<file path="src/rtl/frame_capture_ctrl.sv">
// rtl/frame_capture_ctrl.sv - double-buffered camera frame capture sequencer
//
// Purpose:
//   Aligns capture of recovered camera pixels to frame boundaries, drives
//   the frame BRAM write port and hands complete frames to one downstream
//   reader by swapping ownership of two buffers. A swap happens only when a
//   whole frame was written and the reader has released its buffer.
//
// Optional feature (compile-time macro CAPTURE_TIMEOUT_EN):
//   Adds a watchdog that returns to IDLE if ARMED/CAPTURE sees no
//   frame_done_in for TIMEOUT_CYCLES clocks. Undefined: timeout_out is 0.
//
// Ports:
//   system_clk_in      in   1       65 MHz system clock (only clock)
//   rst_n_in           in   1       asynchronous active-low reset
//   arm_in             in   1       pulse, single-shot capture request
//   continuous_in      in   1       level, capture every frame while high
//   frame_done_in      in   1       pulse, frame boundary
//   data_valid_in      in   1       pulse, pixel/hcount/vcount valid
//   pixel_in           in   16      RGB565 pixel
//   hcount_in          in   11      pixel column
//   vcount_in          in   10      pixel line
//   reader_release_in  in   1       pulse, reader done with its buffer
//   wr_en_out          out  1       BRAM write enable
//   wr_addr_out        out  ADDR_W  BRAM write address in writer buffer
//   wr_data_out        out  16      BRAM write data
//   wr_buf_sel_out     out  1       buffer owned by the writer
//   rd_buf_sel_out     out  1       buffer owned by the reader
//   frame_ready_out    out  1       pulse on a buffer swap
//   busy_out           out  1       high in ARMED or CAPTURE
//   overrun_out        out  1       pulse, complete frame dropped
//   short_frame_out    out  1       pulse, frame ended incomplete
//   timeout_out        out  1       pulse, watchdog expired

module frame_capture_ctrl #(
  parameter int H_ACTIVE       = 320,
  parameter int V_ACTIVE       = 240,
  parameter int ADDR_W         = 17,
  parameter int TIMEOUT_CYCLES = 4000000
) (
  input  logic              system_clk_in,
  input  logic              rst_n_in,
  input  logic              arm_in,
  input  logic              continuous_in,
  input  logic              frame_done_in,
  input  logic              data_valid_in,
  input  logic [15:0]       pixel_in,
  input  logic [10:0]       hcount_in,
  input  logic [9:0]        vcount_in,
  input  logic              reader_release_in,
  output logic              wr_en_out,
  output logic [ADDR_W-1:0] wr_addr_out,
  output logic [15:0]       wr_data_out,
  output logic              wr_buf_sel_out,
  output logic              rd_buf_sel_out,
  output logic              frame_ready_out,
  output logic              busy_out,
  output logic              overrun_out,
  output logic              short_frame_out,
  output logic              timeout_out
);

  localparam int               TOTAL     = H_ACTIVE * V_ACTIVE;
  localparam int               CNT_W     = $clog2(TOTAL + 1);
  localparam logic [CNT_W-1:0] TOTAL_CNT = CNT_W'(TOTAL);
  localparam logic [10:0]      H_LIM     = 11'(H_ACTIVE);
  localparam logic [9:0]       V_LIM     = 10'(V_ACTIVE);

  // Catch a buffer too small for one frame, or a meaningless watchdog limit.
  if (((64'd1 << ADDR_W) < 64'(TOTAL)) || (TIMEOUT_CYCLES < 1)) begin : g_param_check
    $error("frame_capture_ctrl: invalid parameter set");
  end

  typedef enum logic [1:0] {
    ST_IDLE    = 2'd0,
    ST_ARMED   = 2'd1,
    ST_CAPTURE = 2'd2
  } state_t;

  state_t             state_q, state_d;
  logic [CNT_W-1:0]   pix_cnt_q, pix_cnt_d;
  logic               rd_free_q, rd_free_d;
  logic               wr_buf_sel_d;
  logic               wr_en_d;
  logic [ADDR_W-1:0]  wr_addr_d;
  logic [15:0]        wr_data_d;
  logic               frame_ready_d;
  logic               overrun_d;
  logic               short_frame_d;
  logic               timeout_d;
  logic               pix_ok;
  logic               wd_expired;

`ifdef CAPTURE_TIMEOUT_EN
  localparam int WD_W = $clog2(TIMEOUT_CYCLES + 1);

  logic [WD_W-1:0] wd_cnt_q, wd_cnt_d;

  // Fires in the cycle the counter would reach TIMEOUT_CYCLES. A frame
  // boundary in the same cycle takes precedence because it clears the count.
  assign wd_expired = (state_q != ST_IDLE) && !frame_done_in &&
                      (wd_cnt_q == WD_W'(TIMEOUT_CYCLES - 1));

  always_comb begin
    wd_cnt_d = '0;
    if (state_q != ST_IDLE && !frame_done_in && !wd_expired) begin
      wd_cnt_d = wd_cnt_q + WD_W'(1);
    end
  end

  // IDLE holds the counter at zero, so entry to ARMED always starts fresh.
  always_ff @(posedge system_clk_in or negedge rst_n_in) begin
    if (!rst_n_in) begin
      wd_cnt_q <= '0;
    end else begin
      wd_cnt_q <= wd_cnt_d;
    end
  end
`else
  assign wd_expired = 1'b0;
`endif

  assign pix_ok = data_valid_in && !frame_done_in &&
                  (hcount_in < H_LIM) && (vcount_in < V_LIM);

  always_comb begin
    state_d       = state_q;
    pix_cnt_d     = pix_cnt_q;
    // A release is sticky and is honoured in every state.
    rd_free_d     = rd_free_q | reader_release_in;
    wr_buf_sel_d  = wr_buf_sel_out;
    wr_en_d       = 1'b0;
    wr_addr_d     = wr_addr_out;
    wr_data_d     = wr_data_out;
    frame_ready_d = 1'b0;
    overrun_d     = 1'b0;
    short_frame_d = 1'b0;
    timeout_d     = 1'b0;

    case (state_q)
      ST_IDLE: begin
        if (arm_in || continuous_in) begin
          state_d = ST_ARMED;
        end
      end

      ST_ARMED: begin
        // Start only at a boundary so a partial frame is never captured.
        if (frame_done_in) begin
          pix_cnt_d = '0;
          state_d   = ST_CAPTURE;
        end else if (wd_expired) begin
          timeout_d = 1'b1;
          pix_cnt_d = '0;
          state_d   = ST_IDLE;
        end
      end

      ST_CAPTURE: begin
        if (frame_done_in) begin
          if (pix_cnt_q == TOTAL_CNT) begin
            if (rd_free_q) begin
              wr_buf_sel_d  = ~wr_buf_sel_out;
              frame_ready_d = 1'b1;
              // A release in the swap cycle belongs to the new reader buffer.
              rd_free_d     = reader_release_in;
            end else begin
              overrun_d = 1'b1;
            end
          end else begin
            short_frame_d = 1'b1;
          end
          pix_cnt_d = '0;
          state_d   = continuous_in ? ST_CAPTURE : ST_IDLE;
        end else if (wd_expired) begin
          timeout_d = 1'b1;
          pix_cnt_d = '0;
          state_d   = ST_IDLE;
        end else if (pix_ok) begin
          wr_en_d   = 1'b1;
          wr_addr_d = ADDR_W'(32'(vcount_in) * 32'(H_ACTIVE) + 32'(hcount_in));
          wr_data_d = pixel_in;
          if (pix_cnt_q != TOTAL_CNT) begin
            pix_cnt_d = pix_cnt_q + CNT_W'(1);
          end
        end
      end

      default: begin
        state_d = ST_IDLE;
      end
    endcase
  end

  always_ff @(posedge system_clk_in or negedge rst_n_in) begin
    if (!rst_n_in) begin
      state_q         <= ST_IDLE;
      pix_cnt_q       <= '0;
      rd_free_q       <= 1'b1;
      wr_buf_sel_out  <= 1'b0;
      wr_en_out       <= 1'b0;
      wr_addr_out     <= '0;
      wr_data_out     <= '0;
      frame_ready_out <= 1'b0;
      overrun_out     <= 1'b0;
      short_frame_out <= 1'b0;
      timeout_out     <= 1'b0;
    end else begin
      state_q         <= state_d;
      pix_cnt_q       <= pix_cnt_d;
      rd_free_q       <= rd_free_d;
      wr_buf_sel_out  <= wr_buf_sel_d;
      wr_en_out       <= wr_en_d;
      wr_addr_out     <= wr_addr_d;
      wr_data_out     <= wr_data_d;
      frame_ready_out <= frame_ready_d;
      overrun_out     <= overrun_d;
      short_frame_out <= short_frame_d;
      timeout_out     <= timeout_d;
    end
  end

  assign rd_buf_sel_out = ~wr_buf_sel_out;
  assign busy_out       = (state_q == ST_ARMED) || (state_q == ST_CAPTURE);

endmodule

</file>
<file path="config.mk">
export PLATFORM = sky130hd
export DESIGN_NAME = frame_capture_ctrl
export DESIGN_NICKNAME = d
export VERILOG_FILES = /design/src/rtl/frame_capture_ctrl.sv
export SDC_FILE = /design/constraint.sdc
export NUM_CORES = 1
export LEC_CHECK = 0
export ABC_AREA = 1
export CAP_MARGIN = 5
export CORE_ASPECT_RATIO = 0.5
export CORE_MARGIN = 2
export CORE_UTILIZATION = 64
export CTS_CLUSTER_SIZE = 8
export DETAILED_ROUTE_END_ITERATION = 7
export DONT_BUFFER_PORTS = 1
export PLACE_DENSITY_LB_ADDON = 0.3
export SYNTH_ARGS = -nofsm -noshare
export SYNTH_HDL_FRONTEND = slang
export SYNTH_SLANG_ARGS = --single-unit
export TNS_END_PERCENT = 10
</file>
<file path="constraint.sdc">
create_clock -name system_clk_in -period 2 [get_ports system_clk_in]
set_clock_uncertainty 0.15 [all_clocks]
set_input_delay 0.4 -clock system_clk_in [delete_from_list [all_inputs] [get_ports system_clk_in]]
set_output_delay 0.4 -clock system_clk_in [all_outputs]
set_load 0.01 [all_outputs]
</file>
==> metrics.yaml, run 1 <==
status:
  status: "complete, but fails checks"
  violations: "setup timing"
logic_synthesis:
  syn_inst: 456
  synthAdderAreaFrac_pct: 10.41
  synth_top_area_cell: "dfrtp_1"
  syn_area_mm2: 0.003508
  yosys.area_share.simple_pct: 30.92
  synthTopCellsByArea: "dfrtp_1, nand2_1, ha_1"
  synth_top_family_by_area: "simple AND/OR/NAND/NOR gates"
  synth.net_count: 528
  synth_warnings: 0
  synth_xor_area_share_pct: 3.495
  synth_compound_area_share_pct: 6.526
  synth_top_area_share_pct: 40.66
  synth_seq_cells: 58
  synthMuxAreaShare_pct: 0
  synth.avg_cell_area_um2: 7.694
  synth.distinct_cells: 30
  synth-seq-area-share_pct: 41.41
clocking:
  cts-buffers-inserted: 9
  htreeDepth: 3
  cts_tree: "done"
  cts_buffer_depth: 2
  clk_pin_slew_ps: 60
  insertion_delay_ps: 340
  clock-sinks: 58
  cts-root-buf: "clkbuf_8"
routing:
  drt_iter0_markers: 235
  wl_um: 8848
  ant_nets: 0
  wl_per_cell_um: 15.91
  first_pass_iters: 5
  drc: 0
  drt-vias-per-instance: 5.779
  num_vias: 3213
layout:
  diodes: 0
  stdcell_count: 556
  final_util_pct: 79.35
  drive_above_1_share_pct: 14.81
  finalNetCount: 553
  area_growth_pct: 15.12
  num-fill-cells: 335
floorplan:
  core_area_mm2: 0.005090
  fp.dieW_um: 108.7
  die_h_um: 56.36
  initial_core_util_pct: 68.93
  io_pins: 85
  rows: 18
  dieArea_mm2: 0.006126
timing:
  period_share_pct: 107.3
  max_freq_ghz: 0.4662
  finalSetupViolCount: 6
  rsz0062_at_grt: "yes"
  hold_violations: 0
  final-max-slew-violation-count: 0
  setup_slack_ps: -145.1
  post-route-min-period_ps: 2145
placed_design:
  placedCellCount: 534
  place_ws_ps: -526.6
  numPortBuffers: 0
  finalWeightedCongestion: 1.007
  hpwl_um: 6304
grt:
  grt-ovfl-total: 0
  grt_pass1_wl_um: 14810
  grt_max_degree: 59
  grt_pass1_vias: 3208
  grt_usage_pct: 31.23
  antenna_found_initial: 0
power:
  peakVddDrop_uv: 410.1
  pwr_density_cell_mw_per_mm2: 870.2
  power_leakage_uw: 0.002061
worst_hold_path:
  hold_class: "input pin to flop"
setup_path:
  critPathRequiredTime_ps: 2080
  crit_slowest_cell: "fa_1"
  critical_path_class: "input pin to flop"
  crit_family: "adder cells"
  cp_cell_sequence: "ha_4 -> ha_4 -> fa_1 -> ha_4 -> nand2_2 -> inv_2 -> nand2_2 -> nand2_2 -> nand3_4 -> nor2_2 -> nand2_1 -> nand3_2 -> nand2_1"
  end_kind: "flop"
  crit_buf_inv: 1
  crit_fanout: 4
  max_stage_delay_ps: 500
  cp.arrival_ps: 2230
  start_kind: "input pin"
job:
  cap_violations: 0
-- layout make-up --
| class | instances | area, um^2 | area share (%) |
|---|---|---|---|
| clock buffers | 14 | 172.7 | 4.275 |
| clock inverters | 2 | 12.51 | 0.3098 |
| inverters | 45 | 168.9 | 4.182 |
| multi-input cells | 340 | 1917 | 47.46 |
| flip-flops and latches | 58 | 1453 | 35.97 |
| well taps | 70 | 87.58 | 2.169 |
| repair buffers | 27 | 227.7 | 5.638 |
-- report_power, final --
| part | internal, uW | switching (uW) |
|---|---|---|
| Sequential | 1320 | 173 |
| Combinational | 398 | 633 |
| Clock | 550 | 443 |
| Total | 2260 | 1250 |
-- synthesized netlist by cell type (all sizes together) --
library cell	n
nor2b	1
a221oi	1
nor3	13
a21o	2
nand4	15
nor2	34
nand2	157
clkinv	1
inv	44
conb	1
buf	10
o21ai	27
dfstp	1
ha	26
xnor2	2
fa	2
a21oi	11
xor2	12
nand3b	4
clkbuf	3
nand3	30
dfrtp	57
nor3b	2
-- state kept, by name (all words and copies together) (netlist names) --
register and count:
pix_cnt_q 17, wr_addr_out 17, wr_data_out 16, state_q 2, frame_ready_out 1, overrun_out 1, rd_free_q 1, short_frame_out 1
wr_buf_sel_out 1, wr_en_out 1
-- final timing paths --
kind / startpoint / endpoint / slack, ps / cells past startpoint
hold / removal: hcount_in[1] / wr_addr_out[1] / 20 / 2
setup reg to reg: state_q[0] / wr_addr_out[12] / 70 / 7
max in group asynchronous: rst_n_in / rd_free_q / 990 / 2
setup / recovery: vcount_in[1] / wr_addr_out[15] / -150 / 13
min in group asynchronous: rst_n_in / wr_addr_out[16] / 430 / 2
hold reg to reg: rd_free_q / frame_ready_out / 370 / 2
-- layout by cell type (no fill, tap or decap), types with 2 or more instances in the layout --
cell type | Yosys | routed
nor3_1 | 13 | 13
xor2_1 | 12 | 12
nor3b_1 | 2 | 2
nand4_1 | 15 | 15
inv_1 | 40 | 38
nand3_1 | 30 | 27
nand2_1 | 155 | 150
nand2_2 | 2 | 7
a21o_1 | 2 | 2
o21ai_2 | 4 | 4
buf_4 | 3 | 24
nor2_1 | 33 | 29
inv_2 | 4 | 6
clkbuf_1 | 3 | 2
nand3_4 | 0 | 2
nand3b_1 | 4 | 4
ha_4 | 0 | 3
clkbuf_8 | 0 | 12
o21ai_1 | 8 | 9
nor2_2 | 1 | 4
fa_1 | 2 | 2
o21ai_0 | 15 | 14
dlygate4sd3_1 | 0 | 2
a21oi_1 | 11 | 10
dfrtp_1 | 57 | 57
ha_1 | 26 | 22
-- what timing repair did --
item / CTS / global route
hold buffers: 3 / 0
endpoints found under the setup margin: 4 / 23
gates resized for setup: 5 / 14
hold endpoints to repair: 59 / 0
pin swaps: 10 / 9
buffers inserted: 2 / 1
-- per-layer routing --
layer	wire [um]	vias to the layer above	GRT usage (%)	share of wire [%]
li1	-	1519	-	-
met1	3547	1530	36.56	40
met2	4572	136	55.18	52
met3	507	28	7.549	5.7
met4	221	0	12.82	2.5
met5	0	-	0	0
-- per-stage QoR --
step	hold WS, ps	power, uW	instance area, um^2	setup TNS (ps)
2_1_floorplan	-45.59	2148	3556	-1907
3_3_place_gp	-44.70	2352	3720	-2341
3_5_place_dp	-44.90	2408	3720	-2839
4_1_cts	11.78	3459	3980	-397.7
5_1_grt	18.62	3728	4039	-1552
6_report	24.32	3515	4039	-739.7
-- cell families (layout without fill, tap and decap cells) --
| kind of cell | count (synthesis) | count (layout) |
|---|---|---|
| AO/OA/AOI/OAI | 41 | 41 |
| flip-flops | 58 | 58 |
| buffers and inverters | 58 | 88 |
| AND/OR/NAND/NOR | 256 | 256 |
| adder cells (fa/ha/maj) | 28 | 28 |
| XOR/XNOR | 14 | 14 |
| other | 1 | 1 |
Note: power is estimated with default switching activity, not from simulation.
==> run 2: changes to the inputs <==
--- a/config.mk
+++ b/config.mk
@@ -5,11 +5,10 @@
 export SDC_FILE = /design/constraint.sdc
 export NUM_CORES = 1
 export LEC_CHECK = 0
-export ABC_AREA = 1
 export CAP_MARGIN = 5
 export CORE_ASPECT_RATIO = 0.5
 export CORE_MARGIN = 2
-export CORE_UTILIZATION = 64
+export CORE_UTILIZATION = 68
 export CTS_CLUSTER_SIZE = 8
 export DETAILED_ROUTE_END_ITERATION = 7
 export DONT_BUFFER_PORTS = 1
==> constraint.sdc (replaced) <==
create_clock -name system_clk_in -period 2.53 [get_ports system_clk_in]
set_clock_uncertainty 0.15 [all_clocks]
set_input_delay 0.506 -clock system_clk_in [delete_from_list [all_inputs] [get_ports system_clk_in]]
set_output_delay 0.506 -clock system_clk_in [all_outputs]
set_load 0.01 [all_outputs]
==> run 2 against run 1 <==
  * Sequential share of layout area rose by 1.0 points
  * First-iteration DRC count up 24%
  * Sequential power decreased by 23%
  * The run still ends with setup timing left
  * Clock-buffer cell count did not move
  * Largest power group unchanged
  * Wire length decreased by 0.33%
  * Highest routed layer unchanged
  * Non-clock buffer count increased by 5
  * Utilization grew 6.9 points
==> metrics.yaml, run 2 <==
logic_synthesis:
  synth_edf_count: 0
  synthArstFlopShare_pct: 100.0
  synth.net_count: 430
  synth_warnings: 0
  synthTopCellsByArea: "dfrtp_1, nand2_1, ha_1"
  synth-seq-area-share_pct: 43.66
  synth.distinct_cells: 56
  netlist_top_cells_count: "nand2_1, dfrtp_1, nor2_1"
  synth_top_area_share_pct: 42.87
  synth-main-ff-cell: "dfrtp_1"
  synth_top_area_cell: "dfrtp_1"
  syn_area_mm2: 0.003327
  synth.avg_cell_area_um2: 9.293
  syn_inst: 358
  synth.most_common_cell: "nand2_1"
  synth_seq_cells: 58
floorplan:
  rows: 17
  io_pins: 85
  dieArea_mm2: 0.005502
  die_h_um: 53.46
  initial_core_util_pct: 73.09
  fp.dieW_um: 102.9
  core_area_mm2: 0.004552
layout:
  num-fill-cells: 229
  finalInstanceArea_mm2: 0.003926
  diodes: 0
  final_cell_mix: "nand2_1, dfrtp_1, buf_4, nor2_1, xnor2_1"
  final_util_pct: 86.26
  final_common_cell: "nand2_1"
  ff_latch_area_mm2: 0.001453
  finalNetCount: 462
  largestRegisters: "pix_cnt_q x17, wr_addr_out x17, wr_data_out x16"
  multiInputGateArea_mm2: 0.001886
  drive_above_1_share_pct: 17.72
  area_growth_pct: 18.01
placed_design:
  numPortBuffers: 0
  place_area_mm2: 0.003621
  hpwl_um: 5518
  finalWeightedCongestion: 0.8367
  place_ws_ps: -559.7
timing:
  setup_slack_ps: -129.5
  tightest_slew_ps: 627.8
  finalSetupViolCount: 3
  period_share_pct: 105.1
  slew_headroom_pct: 57.82
  post-route-min-period_ps: 2660
  hold_ws_ps: 113.9
  final-max-slew-violation-count: 0
  rsz0062_at_grt: "yes"
  max_freq_ghz: 0.3760
  hold_violations: 0
clocking:
  cts-root-buf: "clkbuf_8"
  insertion_delay_ps: 340
  htreeDepth: 3
  cts-buffers-inserted: 9
  cts_buffer_depth: 2
  cts_tree: "done"
  clock-sinks: 58
  clk_pin_slew_ps: 70
grt:
  grt_usage_pct: 34.47
  grt_pass1_wl_um: 13960
  grt_max_degree: 59
  grt_pass1_vias: 2920
  grt-ovfl-total: 0
  antenna_found_initial: 0
setup_path:
  cp.arrival_ps: 2790
  start_kind: "input pin"
  crit_fanout: 3
  end_kind: "flop"
  critical_path_class: "input pin to flop"
  critPathRequiredTime_ps: 2660
status:
  status: "complete, but fails checks"
  violations: "setup timing"
power:
  power_uw: 2828
  power_leakage_uw: 0.001887
  peakVddDrop_uv: 535.7
  pwr_density_cell_mw_per_mm2: 720.2
routing:
  drt-vias-per-instance: 6.215
  wl_um: 8819
  num_vias: 2865
  drc: 0
  first_pass_iters: 5
  wl_per_cell_um: 19.13
  drt_iter0_markers: 291
  ant_nets: 0
worst_hold_path:
  hold_class: "input pin to flop"
job:
  cap_violations: 0
-- run 2: cell count changes in the layout (fill, tap and decap cells not counted), moves of 7 or more --
| cell | previous run | this run |
|---|---|---|
| inv_1 | 38 | 11 |
| nand4_1 | 15 | 4 |
| xor2_1 | 12 | 2 |
| nand3_1 | 27 | 9 |
| xnor2_1 | 1 | 22 |
| o21ai_1 | 9 | 2 |
| a21oi_1 | 10 | 3 |
| nor4_1 | 0 | 7 |
| nand2_1 | 150 | 93 |
-- run 2: power breakdown --
group | switching, uW | internal (uW) | leakage [uW]
Clock | 351 | 508 | 0.000101
Sequential | 113 | 1020 | 0.000793
Combinational | 484 | 348 | 0.000994
-- run 2: path summary, 6_finish.rpt --
kind	slack (ps)	end	depth (start not counted)	start
min in group asynchronous	540	pix_cnt_q[9]	2	rst_n_in
min reg2reg	380	frame_ready_out	2	rd_free_q
min	110	rd_free_q	1	reader_release_in
max	-130	wr_addr_out[16]	10	vcount_in[1]
max in group asynchronous	1400	rd_free_q	2	rst_n_in
max reg2reg	150	pix_cnt_q[2]	8	pix_cnt_q[0]
-- run 2: timing repair --
action / in CTS / in global routing
endpoints found under the hold margin: 58 / 0
pin swaps: 3 / 3
buffers inserted: 1 / 0
endpoints found under the setup margin: 3 / 17
hold buffers: 2 / 0
resized for setup: 4 / 8
-- run 2: cells by family after synthesis --
| family | synth area share (%) |
|---|---|
| xor+xnor | 6.581 |
| flops | 43.66 |
| mux | 1.467 |
| fa+ha+maj | 10.98 |
| buf+inv | 2.933 |
| other cells | 0.1127 |
| compound gates | 8.462 |
| simple gates | 25.80 |
-- run 2: layout make-up --
cell class	instances	area share [%]
multi-input cells	277	48.02
flip-flops and latches	58	37.00
repair buffers	32	6.692
clock buffers	14	4.143
well taps	66	2.103
inverters	12	1.147
clock inverters	2	0.8923
-- run 2: layer usage --
layer	track usage (%)	vias to the layer above	wire, um
met1	39.37	1412	3328
li1	-	1289	-
met5	0	-	0
met4	13.38	0	257
met2	63.10	133	4789
met3	8.719	31	443
-- run 2: critical path: stages --
cell	delay, ps
ha_4	220
ha_4	170
fa_2	570
ha_4	210
o21a_1	90
o31a_1	140
o2111ai_4	240
nor4_4	60
or4_1	470
nand4_1	100
-- run 2: per-stage QoR --
| step | cells | setup TNS (ps) |
|---|---|---|
| after global routing | 461 | -479.4 |
| after global placement | 442 | -1656 |
| after detailed placement | 442 | -2018 |
| after floorplan | 358 | -1097 |
| after CTS | 461 | -133.0 |
| final | 461 | -231.9 |
==> run 3: changes to the inputs <==
--- a/config.mk
+++ b/config.mk
@@ -12,6 +12,7 @@
 export CTS_CLUSTER_SIZE = 8
 export DETAILED_ROUTE_END_ITERATION = 7
 export DONT_BUFFER_PORTS = 1
+export HOLD_SLACK_MARGIN = 0.06
 export PLACE_DENSITY_LB_ADDON = 0.3
 export SYNTH_ARGS = -nofsm -noshare
 export SYNTH_HDL_FRONTEND = slang
==> results of run 3 <==
No change in the layout: final DEF, timing and power equal those of run 2.
